$ cat config.mk
export PLATFORM = sky130hd
export DESIGN_NAME = comb_job_scheduler_flat
export DESIGN_NICKNAME = d
export VERILOG_FILES = /design/src/rtl/comb_job_scheduler_if.sv /design/src/rtl/comb_job_scheduler.sv /design/src/flat_wrapper.sv
export SDC_FILE = /design/constraint.sdc
export NUM_CORES = 1
export LEC_CHECK = 0
export ABC_AREA = 1
export CAP_MARGIN = 40
export CORE_MARGIN = 4
export CORE_UTILIZATION = 40
export CTS_BUF_LIST = sky130_fd_sc_hd__clkbuf_4
export DETAILED_ROUTE_END_ITERATION = 8
export GPL_TIMING_DRIVEN = 0
export PLACE_DENSITY = 0.8
export SYNTH_ARGS = -nofsm -noshare
export SYNTH_HDL_FRONTEND = slang
export SYNTH_SLANG_ARGS = --single-unit
$ cat constraint.sdc
create_clock -name clk -period 1.8 [get_ports clk]
set_clock_uncertainty 0.1 [all_clocks]
set_input_delay 0.27 -clock clk [delete_from_list [all_inputs] [get_ports clk]]
set_output_delay 0.27 -clock clk [all_outputs]
set_load 0.005 [all_outputs]
$ cat src/rtl/comb_job_scheduler_if.sv
// Client-side request/response bus of comb_job_scheduler: requesters drive
// operands and response accepts, the scheduler drives accepts and responses.
interface comb_job_scheduler_if #(
  parameter int NREQ = 4,
  parameter int NW   = 8,
  parameter int RW   = 16
);
  logic [NREQ-1:0]    req_valid;
  logic [NREQ*NW-1:0] req_n;
  logic [NREQ*NW-1:0] req_m;
  logic [NREQ-1:0]    req_ready;
  logic [NREQ-1:0]    rsp_valid;
  logic [NREQ-1:0]    rsp_ready;
  logic [RW-1:0]      rsp_data;
  logic               rsp_err;

  modport master (
    output req_valid, req_n, req_m, rsp_ready,
    input  req_ready, rsp_valid, rsp_data, rsp_err
  );

  modport slave (
    input  req_valid, req_n, req_m, rsp_ready,
    output req_ready, rsp_valid, rsp_data, rsp_err
  );
endinterface

$ cat src/rtl/comb_job_scheduler.sv
// Round-robin scheduler sharing one C(n,m) engine among NREQ requesters.
// Optional WAIT-state watchdog is enabled by defining COMB_SCHED_WATCHDOG_EN.
module comb_job_scheduler #(
  parameter int NREQ        = 4,
  parameter int NW          = 8,
  parameter int RW          = 16,
  parameter int WDOG_CYCLES = 4096
) (
  input  logic                    clk,
  input  logic                    rst,
  comb_job_scheduler_if.slave     bus,
  output logic                    eng_start,
  output logic [NW-1:0]           eng_n,
  output logic [NW-1:0]           eng_m,
  output logic                    eng_abort,
  input  logic                    eng_done,
  input  logic [RW-1:0]           eng_result,
  output logic                    busy,
  output logic [$clog2(NREQ)-1:0] grant_id
);
  localparam int IDW = $clog2(NREQ);

  typedef enum logic [2:0] {S_IDLE, S_GRANT, S_LAUNCH, S_WAIT, S_RESP} state_e;

  state_e          state_q, state_d;
  logic [IDW-1:0]  rr_ptr_q, rr_ptr_d;
  logic [IDW-1:0]  grant_id_q, grant_id_d;
  logic [NREQ-1:0] req_ready_q, req_ready_d;
  logic [NREQ-1:0] rsp_valid_q, rsp_valid_d;
  logic [RW-1:0]   rsp_data_q, rsp_data_d;
  logic            eng_start_q, eng_start_d;
  logic [NW-1:0]   eng_n_q, eng_n_d;
  logic [NW-1:0]   eng_m_q, eng_m_d;
  logic            busy_q, busy_d;
  logic            found;
  logic [IDW-1:0]  winner;

`ifdef COMB_SCHED_WATCHDOG_EN
  localparam int CW = $clog2(WDOG_CYCLES + 1);
  logic [CW-1:0]   wdog_q, wdog_d;
  logic            eng_abort_q, eng_abort_d;
  logic            rsp_err_q, rsp_err_d;
`endif

  // First valid requester at or above rr_ptr, wrapping past NREQ-1.
  always_comb begin
    found  = 1'b0;
    winner = '0;
    for (int k = 0; k < NREQ; k++) begin
      automatic int idx = (int'(rr_ptr_q) + k) % NREQ;
      if (!found && bus.req_valid[idx]) begin
        found  = 1'b1;
        winner = IDW'(idx);
      end
    end
  end

  // NOTE: every variable gets a default before the case so no path infers a latch.
  always_comb begin
    state_d     = state_q;
    rr_ptr_d    = rr_ptr_q;
    grant_id_d  = grant_id_q;
    req_ready_d = '0;
    rsp_valid_d = rsp_valid_q;
    rsp_data_d  = rsp_data_q;
    eng_start_d = 1'b0;
    eng_n_d     = eng_n_q;
    eng_m_d     = eng_m_q;
`ifdef COMB_SCHED_WATCHDOG_EN
    wdog_d      = wdog_q;
    eng_abort_d = 1'b0;
    rsp_err_d   = rsp_err_q;
`endif
    unique case (state_q)
      S_IDLE: begin
        if (found) begin
          state_d             = S_GRANT;
          grant_id_d          = winner;
          req_ready_d[winner] = 1'b1;
          eng_n_d             = bus.req_n[int'(winner)*NW +: NW];
          eng_m_d             = bus.req_m[int'(winner)*NW +: NW];
        end
      end
      S_GRANT: begin
        if (eng_m_q > eng_n_q) begin
          // C(n,m)=0 for m>n: answer directly without occupying the engine.
          state_d                 = S_RESP;
          rsp_valid_d             = '0;
          rsp_valid_d[grant_id_q] = 1'b1;
          rsp_data_d              = '0;
`ifdef COMB_SCHED_WATCHDOG_EN
          rsp_err_d               = 1'b0;
`endif
        end else begin
          state_d     = S_LAUNCH;
          eng_start_d = 1'b1;
        end
      end
      S_LAUNCH: begin
        state_d = S_WAIT;
`ifdef COMB_SCHED_WATCHDOG_EN
        wdog_d  = '0;
`endif
      end
      S_WAIT: begin
        if (eng_done) begin
          state_d                 = S_RESP;
          rsp_valid_d             = '0;
          rsp_valid_d[grant_id_q] = 1'b1;
          rsp_data_d              = eng_result;
`ifdef COMB_SCHED_WATCHDOG_EN
          rsp_err_d               = 1'b0;
        end else if (wdog_q == CW'(WDOG_CYCLES - 1)) begin
          state_d                 = S_RESP;
          rsp_valid_d             = '0;
          rsp_valid_d[grant_id_q] = 1'b1;
          rsp_data_d              = '0;
          rsp_err_d               = 1'b1;
          eng_abort_d             = 1'b1;
        end else begin
          wdog_d                  = wdog_q + CW'(1);
`endif
        end
      end
      S_RESP: begin
        if (bus.rsp_ready[grant_id_q]) begin
          state_d     = S_IDLE;
          rsp_valid_d = '0;
          rr_ptr_d    = (int'(grant_id_q) == NREQ - 1) ? '0 : grant_id_q + 1'b1;
        end
      end
      default: state_d = S_IDLE;
    endcase
    busy_d = (state_d != S_IDLE);
  end

  // NOTE: sequential state uses non-blocking assignments so all registers update together.
  always_ff @(posedge clk) begin
    if (rst) begin
      state_q     <= S_IDLE;
      rr_ptr_q    <= '0;
      grant_id_q  <= '0;
      req_ready_q <= '0;
      rsp_valid_q <= '0;
      rsp_data_q  <= '0;
      eng_start_q <= 1'b0;
      eng_n_q     <= '0;
      eng_m_q     <= '0;
      busy_q      <= 1'b0;
`ifdef COMB_SCHED_WATCHDOG_EN
      wdog_q      <= '0;
      eng_abort_q <= 1'b0;
      rsp_err_q   <= 1'b0;
`endif
    end else begin
      state_q     <= state_d;
      rr_ptr_q    <= rr_ptr_d;
      grant_id_q  <= grant_id_d;
      req_ready_q <= req_ready_d;
      rsp_valid_q <= rsp_valid_d;
      rsp_data_q  <= rsp_data_d;
      eng_start_q <= eng_start_d;
      eng_n_q     <= eng_n_d;
      eng_m_q     <= eng_m_d;
      busy_q      <= busy_d;
`ifdef COMB_SCHED_WATCHDOG_EN
      wdog_q      <= wdog_d;
      eng_abort_q <= eng_abort_d;
      rsp_err_q   <= rsp_err_d;
`endif
    end
  end

  assign bus.req_ready = req_ready_q;
  assign bus.rsp_valid = rsp_valid_q;
  assign bus.rsp_data  = rsp_data_q;
  assign eng_start     = eng_start_q;
  assign eng_n         = eng_n_q;
  assign eng_m         = eng_m_q;
  assign busy          = busy_q;
  assign grant_id      = grant_id_q;
`ifdef COMB_SCHED_WATCHDOG_EN
  assign eng_abort     = eng_abort_q;
  assign bus.rsp_err   = rsp_err_q;
`else
  assign eng_abort     = 1'b0;
  assign bus.rsp_err   = 1'b0;
`endif
endmodule

$ cat src/flat_wrapper.sv
// flat-port wrapper written by rule: the top's interface ports become plain ports
module comb_job_scheduler_flat 
#(
  parameter int NREQ        = 4,
  parameter int NW          = 8,
  parameter int RW          = 16,
  parameter int WDOG_CYCLES = 4096
)
  (clk, rst, eng_start, eng_n, eng_m, eng_abort, eng_done, eng_result, busy, grant_id, bus_req_valid, bus_req_n, bus_req_m, bus_rsp_ready, bus_req_ready, bus_rsp_valid, bus_rsp_data, bus_rsp_err);
  comb_job_scheduler_if #(.NREQ(NREQ), .NW(NW), .RW(RW)) bus_i ();
  input  logic clk;
  input  logic rst;
  output logic eng_start;
  output logic [NW-1:0] eng_n;
  output logic [NW-1:0] eng_m;
  output logic eng_abort;
  input  logic eng_done;
  input  logic [RW-1:0] eng_result;
  output logic busy;
  output logic [$clog2(NREQ)-1:0] grant_id;
  input wire logic [$bits(bus_i.req_valid)-1:0] bus_req_valid;
  input wire logic [$bits(bus_i.req_n)-1:0] bus_req_n;
  input wire logic [$bits(bus_i.req_m)-1:0] bus_req_m;
  input wire logic [$bits(bus_i.rsp_ready)-1:0] bus_rsp_ready;
  output wire logic [$bits(bus_i.req_ready)-1:0] bus_req_ready;
  output wire logic [$bits(bus_i.rsp_valid)-1:0] bus_rsp_valid;
  output wire logic [$bits(bus_i.rsp_data)-1:0] bus_rsp_data;
  output wire logic [$bits(bus_i.rsp_err)-1:0] bus_rsp_err;
  assign bus_i.req_valid = bus_req_valid;
  assign bus_i.req_n = bus_req_n;
  assign bus_i.req_m = bus_req_m;
  assign bus_i.rsp_ready = bus_rsp_ready;
  assign bus_req_ready = bus_i.req_ready;
  assign bus_rsp_valid = bus_i.rsp_valid;
  assign bus_rsp_data = bus_i.rsp_data;
  assign bus_rsp_err = bus_i.rsp_err;
  comb_job_scheduler #(.NREQ(NREQ), .NW(NW), .RW(RW), .WDOG_CYCLES(WDOG_CYCLES)) u_core (.clk(clk), .rst(rst), .bus(bus_i), .eng_start(eng_start), .eng_n(eng_n), .eng_m(eng_m), .eng_abort(eng_abort), .eng_done(eng_done), .eng_result(eng_result), .busy(busy), .grant_id(grant_id));
endmodule
# Word level (Yosys, flattened, before mapping)
# Cells that the tools add are included.
dict set report op_classes {
  muxes 39
  n_lt_le_gt_ge 9
  n_reduce_logical 21
  add_sub_neg 4
  shift 2
  bitwise_logic 6
  n_eq_ne 8
}
# operator n
set op_table {}
lappend op_table {{32-bit by 6-bit variable part select with 8-bit output} 2}
lappend op_table {{16-bit two-way mux} 2}
lappend op_table {{16-bit one-hot mux with 2 select lines} 1}
lappend op_table {{1-bit two-way mux} 15}
lappend op_table {{3-bit one-hot mux with 5 select lines} 1}
lappend op_table {{3-bit by 4-bit < comparator with 1-bit output, second input constant} 3}
lappend op_table {{3-bit two-way mux} 4}
lappend op_table {{4-bit two-way mux} 3}
lappend op_table {{4-bit one-hot mux with 3 select lines} 1}
lappend op_table {{1-bit binary-select mux with 2-bit select} 5}
lappend op_table {{2-bit two-way mux} 5}
lappend op_table {{2-bit by 3-bit < comparator with 1-bit output, second input constant} 3}
lappend op_table {{8-bit > comparator} 1}
lappend op_table {{2-bit OR reduction} 4}
lappend op_table {{3-bit by 2-bit equality test with 1-bit output, second input constant} 2}
lappend op_table {{3-bit nonzero test} 2}
lappend op_table {{1-bit logical AND} 5}
lappend op_table {{2-bit by 1-bit adder with 2-bit output, second input constant} 2}
lappend op_table {{2-bit adder, second input constant} 2}
lappend op_table {{1-bit demux with 2-bit select} 2}
lappend op_table {{2-bit by 1-bit greater-or-equal comparator with 1-bit output, second input constant} 2}
lappend op_table {{2-bit by 1-bit != test with 1-bit output, second input constant} 2}
lappend op_table {{2-bit AND reduction} 2}
lappend op_table {{4-bit AND reduction} 1}
lappend op_table {{other kinds (11)} 17}
dict set report word_totals {
  input_bits 91
  regBits 49
  word_cells 99
}

# Depth between registers and ports, before layout
dict set report logic_depth {
  ltp_word 18
  mapped_depth 16
  mapped_depth_nobuf 15
}

# Least setup slack after synthesis
# Ideal clock, no wire load.
dict set report synth_timing {
  kind {flip-flop to flip-flop}
  startpoint {reg u_core.eng_n_q[3] (netlist: u_core.eng_n[3])}
  endpoint {reg u_core.rsp_data_q[10] (netlist: u_core.bus.rsp_data[10])}
  slack_ns -0.207
  period_less_slack_ns 2.007
  path_stages_with_launch 13
  t_required_ns 1.583
  setup_time_ns 0.117
  arrival_time_ns 1.790
  path_cell_list {dfxtp_1 inv_1 ha_1 nand2_1 o21ai_0 nand2_1 o211ai_1 nand3_1 nand2_1 inv_1 clkbuf_1 a21oi_1 nor2_1}
}
dict set report synth_via {
  elab_chain_cells 3
}
# item line
set synth_lines {}
lappend synth_lines {{from (decl)} comb_job_scheduler.sv:32} ;# logic [NW-1:0] eng_n_q, eng_n_d;
lappend synth_lines {{from (signal assigned)} comb_job_scheduler.sv:163} ;# eng_n_q <= eng_n_d;
lappend synth_lines {{8-bit > comparator} comb_job_scheduler.sv:85} ;# if (eng_m_q > eng_n_q) begin
lappend synth_lines {{2-bit by 1-bit != test with 1-bit output (no line)} --}
lappend synth_lines {{3-bit AND reduction (no line)} --}
lappend synth_lines {{to (signal assigned)} comb_job_scheduler.sv:161} ;# rsp_data_q <= rsp_data_d;
lappend synth_lines {{to (decl)} comb_job_scheduler.sv:30} ;# logic [RW-1:0] rsp_data_q, rsp_data_d;
# No other way between the ends.
# A chain may end at the register's enable or synchronous reset.

# Worst setup path in the final report
dict set report layout_timing {
  startpoint {reg u_core.rr_ptr_q[0]}
  endpoint {reg u_core.eng_n_q[1] (netlist: u_core.eng_n[1])}
}
dict set report layout_via {
  elab_chain_cells 13
  word_cells_on_any_way 30
  classes_between {add/sub: 3; shift: 1; mux: 19; reduce/logical: 7}
}
# item line
set layout_lines {}
lappend layout_lines {{from (decl)} comb_job_scheduler.sv:26} ;# logic [IDW-1:0] rr_ptr_q, rr_ptr_d;
lappend layout_lines {{from (signal assigned)} comb_job_scheduler.sv:157} ;# rr_ptr_q <= rr_ptr_d;
lappend layout_lines {{2-bit by 1-bit adder with 2-bit output or 1-bit binary-select mux with 2-bit select (tied branches)} {comb_job_scheduler.sv:50, comb_job_scheduler.sv:51}}
lappend layout_lines {{1-bit binary-select mux with 2-bit select or 1-bit two-way mux (tied branches)} comb_job_scheduler.sv:51} ;# if (!found && bus.req_valid[idx]) begin
lappend layout_lines {{1-bit two-way mux (not written as such)} comb_job_scheduler.sv:51}
lappend layout_lines {{1-bit two-way mux (not written as such) or 1-bit logical NOT (tied branches)} comb_job_scheduler.sv:51}
lappend layout_lines {{1-bit logical AND} comb_job_scheduler.sv:51}
lappend layout_lines {{1-bit two-way mux} comb_job_scheduler.sv:51}
lappend layout_lines {{1-bit logical NOT} comb_job_scheduler.sv:51}
lappend layout_lines {{1-bit logical AND} comb_job_scheduler.sv:51}
lappend layout_lines {{1-bit two-way mux} comb_job_scheduler.sv:51}
lappend layout_lines {{1-bit logical NOT} comb_job_scheduler.sv:51}
lappend layout_lines {{1-bit logical AND} comb_job_scheduler.sv:51}
lappend layout_lines {{2-bit two-way mux or 1-bit two-way mux (tied branches)} comb_job_scheduler.sv:51}
lappend layout_lines {{32-bit by 6-bit variable part select with 8-bit output or 2-bit AND reduction (tied branches)} --}
# Parallel ways exist; a longest one is shown, timed or not. The select of a mux whose other input is x is not followed.

==> results.txt <==
* Total clock sinks: 49
- Once layout is complete, the utilization of the core stands at approximately 76%.
- TritonCTS built the clock tree.
- Worst setup path start: u_core.rr_ptr_q[0]
- Placer Congestion: 0.914
* Arrival @ worst endpoint: between 2 and 2.5 ns
- Power density over the cells: around 1400 mW/mm^2
- The die is 96.4 um tall.
- The library cell used most frequently in the layout, excluding fill and tap cells, is sky130_fd_sc_hd__clkdlybuf4s50_1.
* Critical register-to-register path startpoint: u_core.rr_ptr_q[0]
* Final worst setup slack: -0.247 ns
- Clock root buffer master: sky130_fd_sc_hd__clkbuf_4
- STA classifies the critical path endpoint as a flop.
* Largest fanout on the critical path: 5
- The routed design could run at a clock period as short as roughly 2.0 ns.
- The worst register-to-register path ends at u_core.eng_n[1].
* Fin crit share: 114%
- The number of pins with negative max-slew slack in the final report is 0.
- VDD sags by at most 826 uV.
- The die covers ~0.0093 mm^2.
- For this configuration, the core starts out at a cell density of about 42%.
- For this block, the initial DRC count from the detailed router was 122.
- In this run the worst hold path is classified as in -> reg.
- Sequential share of the synthesized area: about a third
* RSZ-0062 raised after global routing: true
- Port bufs: between 100 and 150
* Number of top-level pins: about 140
- Maximum operating frequency: between 0.4 and 0.5 GHz
- Mean post-synth cell area: roughly 6.4 um^2
- FF-to-FF path depth: 16
* Slew HR: slightly below 60%
- Total routing usage reported by global routing: a little under a quarter
- Hold is met by 0.380 ns.
- The Yosys step of the flow raised 0 warnings.
- Worst EP required: roughly 2.0 ns
- The via count of the first global-routing pass is about 3700.
- In this run the worst setup path terminates at u_core.eng_n[1].
* Sum Neg Setup Slack: -5.97 ns
- The flow ran to the end, but the final reports show violations.
- Post-CTS clock slew at the launch and capture registers of the worst setup and hold paths: approximately 0.15 ns
- Total wire length: around 12 mm
* Final layout net count: 767
* Finished Layout Cells: around 760
- Antenna violations before repair: 0
- Diode insertion count for antenna repair: 0
- Clock latency at the later pin of the worst-skew pair: approximately 0.38 ns
- The tool flagged a number of max-cap violations equal to 0.
* Number of failing hold endpoints at the final stage: 0
- Number of unique standard cell types used by synthesis: 29
* Wire length per cell after detailed routing: between 15 and 20 um
* Total number of vias: 3882
* Count of placed standard cells including taps: roughly 730
* Buffer levels on the longest clock path: 2
* Highest-count cells in the layout ignoring fill and taps: 133 x sky130_fd_sc_hd__clkdlybuf4s50_1, 101 x sky130_fd_sc_hd__nand2_1, 48 x sky130_fd_sc_hd__nor2_1
* Hold Path Stages: 3
- In the routed layout, each cell is associated on average with a via count of a little over 5.
- At the placement stage, the worst setup path has a slack of -0.520 ns.
* CTS buffer count: 5
- The final reports fail on setup timing.
- DRC errors left: 0
* Critical Path, Cell by Cell: buf_8, nand2_2, nand2_2, nand2_2, nand2_4, nor2_2, nor2_2, nand2_4, buf_6, buf_4, nand3_1, nand2_1, nand2_1, nand3_2, nand2_1, inv_1
- Residual antenna-violating net count after detailed routing: 0
- Summing every instance area after synthesis gives ~0.0031 mm^2.
- In this design, the stage delay of the slowest critical-path cell is roughly 0.42 ns.
- Setup violations remaining at the end of the flow were counted as 43.
* Width of the chip: about 96 um
- First-pass GRT wire length: 17.0 mm
- Post-DP HPWL: slightly above 8 mm
- The total area inside the core boundary comes to 0.00741 mm^2.
- Of the cells placed in the final design, the portion with a size suffix greater than 1 is approximately 33%.
- Static leakage: roughly 2.6 nW
- At the pin with the least slew margin, the transition time is slightly above 0.6 ns.
- Source of the worst hold timing path: eng_result[13]
* Total iterations of the first detailed-routing run: 4
- Number of rows in the core area: 31
- Kind of start point of the critical path: flop
* Area delta synth->final: 79.4%
* Reg-to-reg setup timing slack: -0.25 ns
* Critical path class: reg -> reg
- After global routing the overflow that remains totals 0.
- Entering global routing, the biggest net connects 16 pins.
- Flip-flop and latch count after synthesis: 49
- Among all stages on the critical path, the largest delay is contributed by sky130_fd_sc_hd__dfxtp_4.
- Synthesis produced a netlist whose cell count is between 400 and 500.
* CTS HTree Levels: 2
==> cell type report <==
class                   instances  area (um^2)
flip-flops and latches         49         1010
multi-input cells             369         2300
fillers                       525         1800
plain buffers                  26          249
inverters                      49          203
clock inverters                 2         13.8
well taps                      99          124
repair buffers                164         1660
clock buffers                   6         45.0
==> synthesized netlist by cell type <==
cell type	number	area, um^2
sky130_fd_sc_hd__conb_1	1	3.75
sky130_fd_sc_hd__o21ai_2	1	8.76
sky130_fd_sc_hd__nand3_1	57	285
sky130_fd_sc_hd__dfxtp_1	49	981
sky130_fd_sc_hd__a21oi_1	37	185
sky130_fd_sc_hd__ha_1	12	150
sky130_fd_sc_hd__nand3b_1	1	7.51
sky130_fd_sc_hd__nand3_2	2	20.0
sky130_fd_sc_hd__clkinv_2	1	5.00
sky130_fd_sc_hd__or2_2	1	6.26
sky130_fd_sc_hd__clkbuf_1	8	30.0
sky130_fd_sc_hd__o211ai_1	1	7.51
sky130_fd_sc_hd__nand2_2	7	43.8
sky130_fd_sc_hd__nor2_1	52	195
sky130_fd_sc_hd__buf_6	8	90.1
sky130_fd_sc_hd__inv_1	44	165
sky130_fd_sc_hd__nand4_1	3	18.8
sky130_fd_sc_hd__nand2_1	155	582
sky130_fd_sc_hd__nor2_8	1	20.0
sky130_fd_sc_hd__nor3_1	2	10.0
sky130_fd_sc_hd__a32o_1	1	10.0
sky130_fd_sc_hd__buf_2	6	30.0
sky130_fd_sc_hd__nand2_4	5	56.3
sky130_fd_sc_hd__nor3_2	2	20.0
sky130_fd_sc_hd__buf_4	4	30.0
sky130_fd_sc_hd__nand3_4	1	17.5
sky130_fd_sc_hd__nor2_2	1	6.26
sky130_fd_sc_hd__inv_2	4	15.0
sky130_fd_sc_hd__o21ai_0	25	125
==> per-layer routing <==
| metal | part of all wire, % | vias to the layer above | GRT usage [%] |
|---|---|---|---|
| li1 | - | 1913 | - |
| met1 | 36 | 1764 | 24.6 |
| met2 | 50 | 173 | 43.8 |
| met3 | 11 | 32 | 7.36 |
| met4 | 3.1 | 0 | 7.94 |
| met5 | 0 | - | 0 |
==> report_power, final <==
part | switching [mW] | internal [mW]
Combinational | 3.00 | 2.77
Clock | 0.376 | 0.172
Sequential | 0.253 | 1.44
==> sequential cells by signal, summed over array words and instances, names as in the netlist <==
register	cells
u_core.bus.rsp_valid	4
u_core.bus.req_ready	4
u_core.eng_m	8
u_core.bus.rsp_data	16
u_core.eng_start	1
u_core.rr_ptr_q	2
u_core.eng_n	8
u_core.busy	1
u_core.grant_id	2
u_core.state_q	3
==> worst max-delay path, delay by kind of cell, from the launching register on <==
family / cells / cell delay, ns
buf+inv: 4 / 0.47
simple gates: 12 / 0.99
flops: 1 / 0.42
==> worst min-delay path by stage <==
stage               slack [ns]                      end
floorplan                 0.25        u_core.state_q[1]
global placement          0.40  u_core.bus.rsp_valid[0]
detailed placement        0.40  u_core.bus.rsp_valid[0]
CTS                       0.37  u_core.bus.rsp_data[13]
global route              0.37   u_core.bus.rsp_data[3]
finish                    0.38  u_core.bus.rsp_data[13]
==> what timing repair did <==
item	CTS	global route
gates cloned	5	1
gates resized for setup	71	116
setup buffers	15	9
endpoints found under the setup margin	44	45
pin swaps	30	52
hold buffers	0	0
==> through the flow <==
step / power, mW / instance area, um^2
after floorplan: 4.36 / 3240
after global placement: 5.73 / 4710
after detailed placement: 5.85 / 4710
after CTS: 7.14 / 5170
after global routing: 8.64 / 5610
final: 8.02 / 5610
==> logic make-up (layout without fill, tap and decap cells) <==
| kind of cell | after synthesis | in the layout | synth area share, % |
|---|---|---|---|
| AO/OA/AOI/OAI | 65 | 65 | 10.8 |
| adder cells (fa/ha/maj) | 12 | 12 | 4.80 |
| flip-flops | 49 | 49 | 31.4 |
| other | 1 | 2 | 0.120 |
| AND/OR/NAND/NOR | 290 | 290 | 41.2 |
| buffers and inverters | 75 | 247 | 11.7 |
Power figures use the tool's default switching activity.
